$ cat config.mk
export PLATFORM = sky130hd
export DESIGN_NAME = data_mem_pipe
export DESIGN_NICKNAME = d
export VERILOG_FILES = /design/src/rtl/cpu_mem_pkg.sv /design/src/rtl/dmem_array.sv /design/src/rtl/data_mem_pipe.sv
export SDC_FILE = /design/constraint.sdc
export NUM_CORES = 1
export LEC_CHECK = 0
export CORE_MARGIN = 5
export CORE_UTILIZATION = 45
export CTS_CLUSTER_SIZE = 14
export DETAILED_ROUTE_END_ITERATION = 8
export SLEW_MARGIN = 0
export SYNTH_ARGS = -nofsm -noshare
export SYNTH_HDL_FRONTEND = slang
export SYNTH_HIERARCHICAL = 1
export SYNTH_SLANG_ARGS = --single-unit
$ cat constraint.sdc
create_clock -name clk -period 5.5 [get_ports clk]
set_input_delay 1.1 -clock clk [delete_from_list [all_inputs] [get_ports clk]]
set_output_delay 1.1 -clock clk [all_outputs]
set_load 0.02 [all_outputs]
$ cat src/rtl/cpu_mem_pkg.sv
// Shared memory package: FSM state type, word geometry and address decode
// helpers used by both the instruction and data memories.
package cpu_mem_pkg;

  typedef enum logic [1:0] {IDLE, BUSY, DONE} dmem_state_t;

  localparam int WORD_BYTES = 4;
  localparam int BYTE_OFF_W = $clog2(WORD_BYTES);

  // Word index of a byte address; caller truncates to its own index width.
  function automatic logic [63:0] word_idx(input logic [63:0] a, input int idx_w);
    logic [63:0] m;
    m = (64'd1 << idx_w) - 64'd1;
    return (a >> BYTE_OFF_W) & m;
  endfunction

  // True when every address bit above the word index is zero.
  function automatic logic in_range(input logic [63:0] a, input int idx_w);
    return (a >> (idx_w + BYTE_OFF_W)) == 64'd0;
  endfunction

endpackage

$ cat src/rtl/dmem_array.sv
// Data memory storage: synchronous write, asynchronous read.
// DMEM_BYTE_LANE_EN adds a per-byte write mask; otherwise writes cover the whole word.
// The array is named mem so a testbench or loader can preload u_arr.mem directly.
module dmem_array #(
  parameter int DATA_W = 32,
  parameter int DEPTH  = 32
) (
  input  logic                       clk,
  input  logic                       we,
  input  logic [$clog2(DEPTH)-1:0]   widx,
  input  logic [DATA_W-1:0]          wdata,
`ifdef DMEM_BYTE_LANE_EN
  input  logic [DATA_W/8-1:0]        be,
`endif
  input  logic [$clog2(DEPTH)-1:0]   ridx,
  output logic [DATA_W-1:0]          rdata
);

  logic [DATA_W-1:0] mem [DEPTH];

  assign rdata = mem[ridx];

`ifdef DMEM_BYTE_LANE_EN
  // Lane-masked write: only bytes with be set are updated.
  always_ff @(posedge clk) begin
    if (we) begin
      for (int i = 0; i < DATA_W/8; i++) begin
        if (be[i]) mem[widx][i*8 +: 8] <= wdata[i*8 +: 8];
      end
    end
  end
`else
  // Whole-word write.
  always_ff @(posedge clk) begin
    if (we) mem[widx] <= wdata;
  end
`endif

endmodule

$ cat src/rtl/data_mem_pipe.sv
// Parametrised data memory with configurable read latency and a stall /
// read_valid handshake for a single-cycle core. RD_LAT=0 gives a combinational
// read with no FSM; otherwise an IDLE/BUSY/DONE FSM counts out the latency.
// Optional feature: DMEM_BYTE_LANE_EN adds the byte_en write mask port.
module data_mem_pipe
  import cpu_mem_pkg::*;
#(
  parameter int DATA_W = 32,
  parameter int DEPTH  = 32,
  parameter int ADDR_W = 32,
  parameter int RD_LAT = 2
) (
  input  logic               clk,
  input  logic               rst,
  input  logic               mem_read,
  input  logic               mem_write,
  input  logic [ADDR_W-1:0]  addr,
  input  logic [DATA_W-1:0]  write_data,
`ifdef DMEM_BYTE_LANE_EN
  input  logic [DATA_W/8-1:0] byte_en,
`endif
  output logic [DATA_W-1:0]  read_data,
  output logic               read_valid,
  output logic               stall,
  output logic               addr_err
);

  localparam int IDX_W = $clog2(DEPTH);

  logic [IDX_W-1:0]  idx;
  logic              bad;
  logic              wr_slot;
  logic              err_set;
  logic              we;
  logic [IDX_W-1:0]  ridx;
  logic [DATA_W-1:0] rword;

  assign idx = IDX_W'(word_idx(64'(addr), IDX_W));
  assign bad = !in_range(64'(addr), IDX_W) || (addr[1:0] != 2'b00);

  // Bad addresses never touch the array; reset never touches it either.
  assign we = mem_write && wr_slot && !bad && !rst;

  dmem_array #(.DATA_W(DATA_W), .DEPTH(DEPTH)) u_arr (
    .clk   (clk),
    .we    (we),
    .widx  (idx),
    .wdata (write_data),
`ifdef DMEM_BYTE_LANE_EN
    .be    (byte_en),
`endif
    .ridx  (ridx),
    .rdata (rword)
  );

  generate
    if (RD_LAT == 0) begin : g_comb
      assign wr_slot    = 1'b1;
      assign ridx       = idx;
      assign read_data  = bad ? '0 : rword;
      // A read colliding with a write is dropped.
      assign read_valid = mem_read && !mem_write;
      assign stall      = 1'b0;
      assign err_set    = (mem_write && bad) || (mem_read && bad) || (mem_read && mem_write);
    end else begin : g_fsm
      dmem_state_t       state;
      logic [2:0]        cnt;
      logic [IDX_W-1:0]  addr_q;
      logic              bad_q;
      logic [DATA_W-1:0] rd_q;
      logic              launch;

      assign launch     = (state == IDLE) && mem_read && !mem_write;
      // BUSY ignores all inputs; DONE still accepts a write.
      assign wr_slot    = (state != BUSY);
      assign ridx       = addr_q;
      assign stall      = (state == BUSY) || launch;
      assign read_valid = (state == DONE);
      assign read_data  = rd_q;
      assign err_set    = wr_slot && ((mem_write && bad) || (launch && bad) ||
                                      ((state == IDLE) && mem_read && mem_write));

      // Read FSM: latch the request, count down the latency, sample the array.
      always_ff @(posedge clk) begin
        if (rst) begin
          state  <= IDLE;
          cnt    <= 3'd0;
          addr_q <= '0;
          bad_q  <= 1'b0;
          rd_q   <= '0;
        end else begin
          case (state)
            IDLE: if (launch) begin
              addr_q <= idx;
              bad_q  <= bad;
              cnt    <= 3'(RD_LAT - 1);
              state  <= BUSY;
            end
            BUSY: if (cnt == 3'd0) begin
              rd_q  <= bad_q ? '0 : rword;
              state <= DONE;
            end else begin
              cnt <= cnt - 3'd1;
            end
            DONE:    state <= IDLE;
            default: state <= IDLE;
          endcase
        end
      end
    end
  endgenerate

  // Sticky error flag, cleared only by reset.
  always_ff @(posedge clk) begin
    if (rst)          addr_err <= 1'b0;
    else if (err_set) addr_err <= 1'b1;
  end

endmodule

Yosys cells after proc, flatten, opt, wreduce, memory -nomap -nowiden
Memory sizes are Yosys's and may differ from the RTL's. A register that Yosys moved wholly into a read port is not among the register bits.
Index checks and enable logic that the tools add are counted.
{"block": "totals", "regBits": 44, "ramBits": 1024, "inputBits": 68, "output_inout_bits": 35, "elab_cells": 51, "mem_count": 1}
{"block": "op_classes", "addsub": 1, "n_eq_ne": 6, "n_mux": 11, "n_reduce_logical": 26}
{"memory": "u_arr.mem", "words": 32, "word_bits": 32, "rd": 1, "rd_clocked_by_memory_dff": 1, "write_ports": 1, "line": "dmem_array.sv:19", "text": "logic [DATA_W-1:0] mem [DEPTH];"}
{"op": "$logic_not 64->1", "n": 1}
{"op": "$mux 32", "n": 1}
{"op": "$mux 5", "n": 2}
{"op": "$logic_and 1x1->1", "n": 9}
{"op": "$mux 3", "n": 2}
{"op": "$pmux 3 s2", "n": 1}
{"op": "$reduce_and 2->1", "n": 3}
{"op": "$logic_not 1->1", "n": 4}
{"op": "$logic_or 1x1->1", "n": 4}
{"op": "$mux 2", "n": 2}
{"op": "$ne 2x1->1 const B", "n": 2}
{"op": "$ne 2x2->1 const B", "n": 2}
{"op": "$pmux 2 s2", "n": 1}
{"op": "$reduce_bool 2->1", "n": 2}
{"op": "$logic_not 3->1", "n": 1}
{"op": "$reduce_and 3->1", "n": 1}
{"op": "$sub 3x1->3 const B", "n": 1}
{"op": "$eq 2x1->1 const B", "n": 1}
{"op": "$eq 2x2->1 const B", "n": 1}
{"op": "$logic_not 2->1", "n": 1}
{"op": "$mux 1", "n": 2}

Longest topological paths before layout
{"block": "logic_depth", "ltp_word": 8, "depth_mapped": 9, "depth_no_buf": 6}

Cells and area by module
Netlist, hierarchy kept.
{"module": "dmem_array", "instances": 1, "cells_each": 2228, "area_each_um2": 39844.5, "seq_area_each_um2": 30749.5}
{"module": "data_mem_pipe", "instances": 1, "cells_each": 138, "area_each_um2": 1592.8, "seq_area_each_um2": 880.8}

Least setup slack after synthesis
OpenSTA, ideal clock, no wires.
{"block": "synth_timing", "kind": "input port to flip-flop", "from": "in addr[9]", "to": "mem u_arr.mem[12][0], enable pin", "setup_ps": 421, "arrival_time_ps": 3873, "t_required_ps": 5079, "slack_ps": 1206, "stages": 7, "n_path_buf": 1, "path_cell_list": "nor4_1 > nand4_1 > nor2_1 > and4b_1 > or3b_2 > clkbuf_1 > nor2_1"}
{"block": "synth_via", "elab_chain_cells": 8}
{"item": "start, declared", "line": "data_mem_pipe.sv:17", "text": "input logic [ADDR_W-1:0] addr,"}
{"item": "$logic_not 64->1", "line": "cpu_mem_pkg.sv:19", "text": "return (a >> (idx_w + BYTE_OFF_W)) == 64'd0;"}
{"item": "$logic_not 1->1", "line": "data_mem_pipe.sv:39", "text": "assign bad = !in_range(64'(addr), IDX_W) || (addr[1:0] != 2'b00);"}
{"item": "$logic_or 1x1->1", "line": "data_mem_pipe.sv:39"}
{"item": "$logic_not 1->1", "line": "data_mem_pipe.sv:42", "text": "assign we = mem_write && wr_slot && !bad && !rst;"}
{"item": "$logic_and 1x1->1 (2 in a row)", "line": "data_mem_pipe.sv:42"}
{"item": "named net we", "line": "data_mem_pipe.sv:34", "text": "logic we;"}
{"item": "$mux 1", "line": "dmem_array.sv:35", "text": "if (we) mem[widx] <= wdata;"}
{"item": "$mux 1 (not written as such)", "line": "dmem_array.sv:35"}
{"item": "end, declared", "line": "dmem_array.sv:19"}
The timed path passes the listed nets, and every way through them passes these cells.

Final worst setup path
{"block": "layout_timing", "from": "in mem_write", "to": "out stall"}
{"block": "layout_via", "elab_chain_cells": 3}
{"item": "start, declared", "line": "data_mem_pipe.sv:16", "text": "input logic mem_write,"}
{"item": "$logic_not 1->1", "line": "data_mem_pipe.sv:73", "text": "assign launch = (state == IDLE) && mem_read && !mem_write;"}
{"item": "$logic_and 1x1->1", "line": "data_mem_pipe.sv:73"}
{"item": "$logic_or 1x1->1", "line": "data_mem_pipe.sv:77", "text": "assign stall = (state == BUSY) || launch;"}
{"item": "end, declared", "line": "data_mem_pipe.sv:24", "text": "output logic stall,"}
No other way between the ends.

==> flow_summary.yaml <==
critical_path:
  cp_max_fo: 10
  cp.arrival_ps: 2820
  critPathLaunch: "mem_write"
  crit_family: "buffers and inverters"
  reg2reg_setup_slack_ps: 2070
  cp_common_cell: "clkdlybuf4s50_1"
  crit_type: "in -> out"
  r2r_end: "read_data[13]$_SDFFE_PP0P_"
  r2r_start: "g_fsm.addr_q[0]$_SDFFE_PP0P_"
  cp_num_buf_inv: 3
  slowest_stage: "clkdlybuf4s50_1"
  end_kind: "output pin"
  startpoint_type: "primary input"
  cp.required_ps: 4400
  crit_chain: "clkdlybuf4s50_1 -> nor4b_2 -> buf_4 -> nand2b_1 -> clkdlybuf4s50_1"
  slowest_delay_ps: 620
  reg2reg_depth: 8
placement:
  io_buffer_count: 102
  pre_cts_ws_ps: 1034
  dp_hpwl_um: 61640
  place_congestion: 0.8248
  place_inst: 3595
final_layout:
  drive_gt1_share_pct: 11.21
  fin_cells: 3793
  fillers: 7269
  layout-area-overhead-vs-synth_pct: 14.27
  utilization_pct: 51.74
  finalNetCount: 2586
synth:
  yosysMostFrequentCell: "edfxtp_1"
  ys_types: 39
  yosysWarnings: 6
  synth.avg_cell_area_um2: 17.51
  synth-seq-cells: 1068
  synthCells: 2366
  yosys-top-cells-area: "edfxtp_1 (74%), mux2i_1 (13%), dfxtp_1 (2.1%)"
  async_flop_share_pct: 0
  synth_enable_flop_cells: 1024
  synth.top_cell.area_share_pct: 74.21
  ys.flop_type: "edfxtp_1"
  netlist_area_um2: 41440
  synthesis.nets: 2436
  synth_common_cells: "edfxtp_1 (1024), mux2i_1 (519), nand2_1 (99), nand3_1 (99), a21oi_1 (98)"
  seq_area_frac_synth_pct: 76.33
  synth.largest_area_cell: "edfxtp_1"
global_route:
  grt_pass1_vias: 22152
  grt_first_pass_wirelength_um: 150000
  grt_max_degree: 83
  track_usage_pct: 20.66
  antenna_found_initial: 2
  grt_overflow: 0
clock_network:
  tritoncts: "built"
  numCtsBuffers: 105
  cts_sinks: 1068
  clockRootBuffer: "clkbuf_16"
  clock_path_buffers: 3
  cts.clk_slew.worst_paths_ps: 60
  h-tree-depth: 3
  clock_latency_ps: 670
  hold_buffers: 0
  cts_resized: 0
  post_cts_buffers: 0
power:
  ir_drop_mv: 0.2848
  power_density_nw_per_um2: 352.3
  p_leak_nw: 14.50
sta:
  hold_viol_final: 0
  skew_ps: 18.74
  slew_violations: 0
  min_period_ps: 3922
  fmax_ghz: 0.2550
  setup_tns_ps: 0
  finalCritPeriodShare_pct: 71.30
  rsz0062_at_grt: "false"
  setup_viol_count_final: 0
  relSlewSlack_pct: 30.85
  worst_pin_slew_ps: 1032
  setup_ws_ps: 1578
route:
  vias: 21896
  remaining_drc_errors: 0
  drtIter0Drc: 2367
  dr.pass1.iters: 5
  drt-total-wl_um: 103300
  wl_per_cell_um: 27.24
  via_per_inst: 5.773
  drtAntennaViolNets: 0
worst_hold_path:
  holdCritStartpoint: "read_data[21]$_SDFFE_PP0P_"
  holdPathEnd: "read_data[21]$_SDFFE_PP0P_"
  hold_depth: 1
  hp-class: "reg -> reg"
floorplan:
  die_w_um: 313.5
  initial_core_util_pct: 45.27
  core_region_area_um2: 91520
  num_rows: 111
  die_h_um: 313.5
  ios: 103
  dieArea_um2: 98250
job:
  drv_cap: 0
status:
  status: "finished, final reports clean"
==> worst max-delay path by stage <==
stage,end,depth (start not counted)
final,stall,5
after global routing,stall,5
after CTS,stall,5
after detailed placement,u_arr/mem[24][9]$_DFFE_PP_,8
after global placement,u_arr/mem[28][22]$_DFFE_PP_,8
after floorplan,u_arr/mem[12][0]$_DFFE_PP_,7
==> flip-flops by register name, summed over array words and instances (netlist names) <==
name          cells
g_fsm.state       2
g_fsm.addr_q      5
addr_err          1
read_data        32
g_fsm.bad_q       1
u_arr/mem      1024
g_fsm.cnt         3
==> per-stage QoR <==
stage / cell area (um2) / hold WS [ps] / power (mW)
2_1_floorplan: 41440 / 461.7 / 9.558
3_5_place_dp: 44050 / 469.2 / 10.02
6_report: 47350 / 475.9 / 16.68
5_1_grt: 47340 / 495.0 / 17.21
4_1_cts: 47340 / 486.6 / 16.82
3_3_place_gp: 44050 / 462.8 / 10.01
==> layout make-up <==
class	count	area [um2]	share of cell area (%)
clock inverter	51	382.9	0.8086
sequential	1068	31630	66.81
tap	1186	1484	3.134
antenna	3	7.507	0.01585
multi-input combinational	1160	9256	19.55
clock buffer	144	2908	6.141
inverter	3	11.26	0.02378
timing repair buffer	178	1667	3.520
==> cell families after synthesis <==
logic type,count (synthesis),share of synthesized area [%]
buf+inv,138,2.008
compound gates,326,5.520
mux,519,12.54
simple gates,313,3.542
fa+ha+maj,2,0.06038
flops,1068,76.33
==> layout by cell type, fill, tap and decap left out, drive strengths merged, types with 32 or more instances in the layout <==
master / count
a22o: 96
dfxtp: 44
buf: 96
nor2: 48
nand3: 99
nor3: 35
clkinv: 43
clkbuf: 144
nand2: 99
a31oi: 32
mux2i: 519
clkdlybuf4s50: 82
a21oi: 99
edfxtp: 1024
a22oi: 96
==> report_power, final <==
group	switching [mW]	internal [mW]
sequential	0.0210	8.92
combinational	0.624	0.286
clock	2.92	3.92
total	3.56	13.1
==> metal layers <==
layer / track usage [%] / part of all wire, %
met1: 29.09 / 42
met2: 33.42 / 48
met3: 3.876 / 7.1
met4: 5.781 / 2.7
met5: 0 / 0
Power figures use the tool's default switching activity.
